<file path="src/rtl/serial_add_ctrl.sv">
// serial_add_ctrl: bit-serial adder controller. It drives an external
// combinational 1-bit full-adder cell one bit pair per cycle, LSB first, and
// collects the cell's sum and carry outputs.
//
// Operation: an accepted start loads the operands. RUN then lasts WIDTH
// cycles, and DONE pulses for one cycle. One operation completes every
// WIDTH+2 cycles.
//
// Optional feature: define SERIAL_ADD_SUB_EN to add the sub_i port.
// With sub_i=1 the block computes a - b mod 2^WIDTH by adding ~b with a
// forced carry-in of 1. In that mode cout_o=1 means no borrow.
//
// Ports:
//   clk, rst_n           clock (rising edge), async active-low reset
//   start_i              load operands and begin; only sampled in IDLE
//   a_i, b_i, cin_i      operands and carry-in, sampled on accepted start
//   sub_i                (SERIAL_ADD_SUB_EN only) subtract select
//   fa_a_o, fa_b_o       operand bits to the full-adder cell
//   fa_cin_o             registered carry to the full-adder cell
//   fa_s_i, fa_cout_i    sum / carry back from the cell
//   busy_o               state != IDLE
//   done_o               one-cycle completion pulse
//   sum_o, cout_o        result, held until the edge after the next start
module serial_add_ctrl #(
  parameter int WIDTH = 8
) (
  input  logic             clk,
  input  logic             rst_n,
  input  logic             start_i,
  input  logic [WIDTH-1:0] a_i,
  input  logic [WIDTH-1:0] b_i,
  input  logic             cin_i,
`ifdef SERIAL_ADD_SUB_EN
  input  logic             sub_i,
`endif
  output logic             fa_a_o,
  output logic             fa_b_o,
  output logic             fa_cin_o,
  input  logic             fa_s_i,
  input  logic             fa_cout_i,
  output logic             busy_o,
  output logic             done_o,
  output logic [WIDTH-1:0] sum_o,
  output logic             cout_o
);

  localparam int CW = $clog2(WIDTH) + 1;

  typedef enum logic [1:0] {S_IDLE, S_RUN, S_DONE} state_t;

  state_t           state_q, state_d;
  logic [WIDTH-1:0] a_sr_q, a_sr_d;
  logic [WIDTH-1:0] b_sr_q, b_sr_d;
  logic [WIDTH-1:0] sum_sr_q, sum_sr_d;
  logic             carry_q, carry_d;
  logic [CW-1:0]    cnt_q, cnt_d;
  logic [WIDTH-1:0] sum_q, sum_d;
  logic             cout_q, cout_d;

  logic             run;
  logic [WIDTH-1:0] b_load;
  logic             c_load;
  logic [WIDTH-1:0] sum_shift;

  // Subtraction is two's-complement addition: invert b and force carry-in to 1.
`ifdef SERIAL_ADD_SUB_EN
  assign b_load = sub_i ? ~b_i : b_i;
  assign c_load = sub_i ? 1'b1 : cin_i;
`else
  assign b_load = b_i;
  assign c_load = cin_i;
`endif

  // The cell is combinational, so its result for the current bit is already
  // valid here and enters at the MSB end of the shift register.
  assign sum_shift = {fa_s_i, sum_sr_q[WIDTH-1:1]};

  always_ff @(posedge clk or negedge rst_n) begin
    if (!rst_n) begin
      state_q  <= S_IDLE;
      a_sr_q   <= '0;
      b_sr_q   <= '0;
      sum_sr_q <= '0;
      carry_q  <= 1'b0;
      cnt_q    <= '0;
      sum_q    <= '0;
      cout_q   <= 1'b0;
    end else begin
      state_q  <= state_d;
      a_sr_q   <= a_sr_d;
      b_sr_q   <= b_sr_d;
      sum_sr_q <= sum_sr_d;
      carry_q  <= carry_d;
      cnt_q    <= cnt_d;
      sum_q    <= sum_d;
      cout_q   <= cout_d;
    end
  end

  always_comb begin
    state_d  = state_q;
    a_sr_d   = a_sr_q;
    b_sr_d   = b_sr_q;
    sum_sr_d = sum_sr_q;
    carry_d  = carry_q;
    cnt_d    = cnt_q;
    sum_d    = sum_q;
    cout_d   = cout_q;
    case (state_q)
      S_IDLE: begin
        if (start_i) begin
          a_sr_d   = a_i;
          b_sr_d   = b_load;
          carry_d  = c_load;
          cnt_d    = '0;
          sum_sr_d = '0;
          state_d  = S_RUN;
        end
      end
      S_RUN: begin
        sum_sr_d = sum_shift;
        carry_d  = fa_cout_i;
        a_sr_d   = a_sr_q >> 1;
        b_sr_d   = b_sr_q >> 1;
        cnt_d    = cnt_q + CW'(1);
        // Last bit: publish the result directly. sum_q keeps the previous
        // result visible throughout RUN.
        if (cnt_q == CW'(WIDTH - 1)) begin
          sum_d   = sum_shift;
          cout_d  = fa_cout_i;
          state_d = S_DONE;
        end
      end
      S_DONE:  state_d = S_IDLE;
      default: state_d = S_IDLE;
    endcase
  end

  assign run      = (state_q == S_RUN);
  assign fa_a_o   = run & a_sr_q[0];
  assign fa_b_o   = run & b_sr_q[0];
  assign fa_cin_o = run & carry_q;
  assign busy_o   = (state_q != S_IDLE);
  assign done_o   = (state_q == S_DONE);
  assign sum_o    = sum_q;
  assign cout_o   = cout_q;

endmodule

</file>
<file path="config.mk">
export PLATFORM = sky130hd
export DESIGN_NAME = serial_add_ctrl
export DESIGN_NICKNAME = d
export VERILOG_FILES = /design/src/rtl/serial_add_ctrl.sv
export SDC_FILE = /design/constraint.sdc
export NUM_CORES = 1
export LEC_CHECK = 0
export ABC_CLOCK_PERIOD_IN_PS = 2900
export CELL_PAD_IN_SITES_DETAIL_PLACEMENT = 2
export CELL_PAD_IN_SITES_GLOBAL_PLACEMENT = 2
export CORE_AREA = 3 3 54 105
export CTS_BUF_LIST = sky130_fd_sc_hd__clkbuf_2 sky130_fd_sc_hd__clkbuf_4 sky130_fd_sc_hd__clkbuf_8
export CTS_CLUSTER_DIAMETER = 100
export DETAILED_ROUTE_END_ITERATION = 8
export DIE_AREA = 0 0 57 108
export GPL_TIMING_DRIVEN = 1
export PLACE_DENSITY = 0.92
export SKIP_CTS_REPAIR_TIMING = 1
export SYNTH_ARGS = -nofsm -noshare
export SYNTH_HDL_FRONTEND = slang
export SYNTH_SLANG_ARGS = --single-unit
</file>
<file path="constraint.sdc">
create_clock -name clk -period 2.9 [get_ports clk]
set_input_delay 0.29 -clock clk [delete_from_list [all_inputs] [get_ports clk]]
set_output_delay 0.29 -clock clk [all_outputs]
set_load 0.01 [all_outputs]
</file>
==> reports/metrics.cfg <==
[finish]
final_cell_count_no_fill=253
multi_input_area_um2=733
seq_area_um2=976
antennaDiodeCount=0
area_growth_pct=29.4
fin_nets=219
postLayoutCellArea_mm2=0.00228
layout-drive-gt1-share_pct=13.8
fillerInstances=515

[floorplan]
start_util_pct=35.5
core-area_mm2=0.00495
rows=36
die_h_um=108
ios=36
fp.dieW_um=57
dieArea_mm2=0.00616

[global_route]
grt_pass1_vias=1721
grt_start_max_net_pins=40
grt.total_usage_pct=18.3
grt_first_pass_wirelength_um=8580
grt-ovfl-total=0
antenna_found_initial=0

[drt]
drc_errors=0
vias_per_cell=5.65
drt-total-wl_um=5170
wl_per_cell_um=20.4
drt-pass1-iter-count=3
antenna_left=0
drt_iter0_markers=48
vias=1429

[yosys]
synth.area.top_cells=dfrtp_1, nor2b_1, a22oi_1
yosysTopAreaCell=dfrtp_1
async_flop_share_pct=100
syn_area_mm2=0.00176
synthCells=159
synth-seq-cells=39
synth_cell_type_count=21
synthesis.nets=182
synth_most_common_cell=dfrtp_1
syn_area_per_cell_um2=11.1
synthFlopType=dfrtp_1
yosysTopAreaCellShare_pct=55.5
seq_area_frac_synth_pct=55.5
synth_warnings=0
synth_common_cells=dfrtp_1, nor2b_1, a21oi_1, o21ai_0, a22oi_1
synth-edff-count=0

[setup_path]
rr_startpoint=state_q[1]$_DFFE_PN0P_
endpoint_kind=primary output
cp-start-kind=flip-flop
path_class=reg -> out
crit_start=state_q[1]$_DFFE_PN0P_
worstPathMaxFanout=17
arrival_ps=1810
crit_required_ps=2610
r2r_cells=4

[sta]
setup_viol=0
skew_ps=5.06
holdWs_ps=112
fin_setup_tns_ps=0
grt_setup_unrepaired=no
relSlewSlack_pct=38.3
fmax_mhz=475
period_needed_ps=2100
hold_violations=0
tightestPinTransition_ps=924
finalCritPeriodShare_pct=72.5
finalMaxSlewViolations=0

[clock_tree]
cts_buffer_depth=2
path_clk_slew_ps=70
clock_latency_ps=290
cts_tree=yes
ctsHtreeMaxLevel=2
clock_sinks=39
clockRootBuffer=clkbuf_8
cts_buffers=5

[pwr]
peakVddDrop_mv=0.492
p_leak_uw=0.000951
powerDensity_mw_per_mm2=1040

[place]
place_area_mm2=0.00217
hpwl_um=3490
place_inst=246
place_congestion=0.806
io_buffers=35

[min_path]
hold_class=in -> async

[run]
cap_violations=0

[outcome]
status=finished, final reports clean

-- critical path, cell delays in order, from the launching register on --
cell and delay (ps):
dfrtp_1 400, nor2b_1 160, buf_4 260, and2_1 170
clkdlybuf4s50_1 540
-- cell families after synthesis --
family / count (synthesis) / synth area share [%]
flops: 39 / 55.5
simple gates: 37 / 13.0
mux: 10 / 6.40
compound gates: 61 / 21.6
fa+ha+maj: 1 / 0.711
buf+inv: 11 / 2.85
-- power by group --
part | internal (uW) | switching (uW) | leakage (uW)
Sequential | 770 | 176 | 0.000501
Clock | 251 | 190 | 0.0000502
Combinational | 505 | 485 | 0.000400
Total | 1530 | 852 | 0.000951
-- worst paths after layout --
| kind | to | slack, ps |
|---|---|---|
| worst max-delay path | fa_b_o | 800 |
| worst min-delay path | sum_o[7]$_DFFE_PN0P_ | 110 |
| worst max register to register | sum_o[6]$_DFFE_PN0P_ | 1120 |
| worst min register to register | sum_o[7]$_DFFE_PN0P_ | 510 |
| max in group asynchronous | a_sr_q[2]$_DFFE_PN0P_ | 2230 |
| min in group clk | sum_o[7]$_DFFE_PN0P_ | 510 |
-- area by class of cell --
cell class | instances | area share, %
clock inverters | 2 | 1.65
multi-input cells | 109 | 32.2
repair buffers | 41 | 17.1
flip-flops and latches | 39 | 42.9
well taps | 57 | 3.13
clock buffers | 5 | 3.02
-- sequential cells by signal, indices dropped and copies added, names as in the netlist --
name / cells
carry_q: 1
cnt_q: 4
cout_o: 1
sum_o: 8
a_sr_q: 8
state_q: 2
sum_sr_q: 7
b_sr_q: 8
-- placed cells by master (no fill, tap or decap), drive strengths merged, types with 2 or more instances in the layout --
cell           synthesis  layout
and2                   3       3
buf                    5       7
nor2                   2       2
clkdlybuf4s50          0      34
a22oi                 15      15
dfrtp                 39      39
o21ai                 18      18
a22o                   9       9
clkbuf                 6       5
nand2                  5       5
a21oi                 18      18
nor2b                 19      19
mux2                  10      10
nand3                  3       3
-- metrics by stage --
| step | worst slack [ps] | total power (uW) | utilization [%] |
|---|---|---|---|
| after global routing | 696 | 2560 | 46.0 |
| after detailed placement | 898 | 1940 | 43.8 |
| final | 797 | 2380 | 46.0 |
| after floorplan | 1470 | 1500 | - |
| after CTS | 779 | 2420 | 46.0 |
| after global placement | 1030 | 1860 | 43.8 |
-- routing by layer --
layer	part of all wire, %	global-route usage, %
met1	38	19.2
met2	57	34.5
met3	3.0	3.46
met4	2.2	7.63
met5	0	0
No activity file was read; power rests on OpenSTA's default activity.
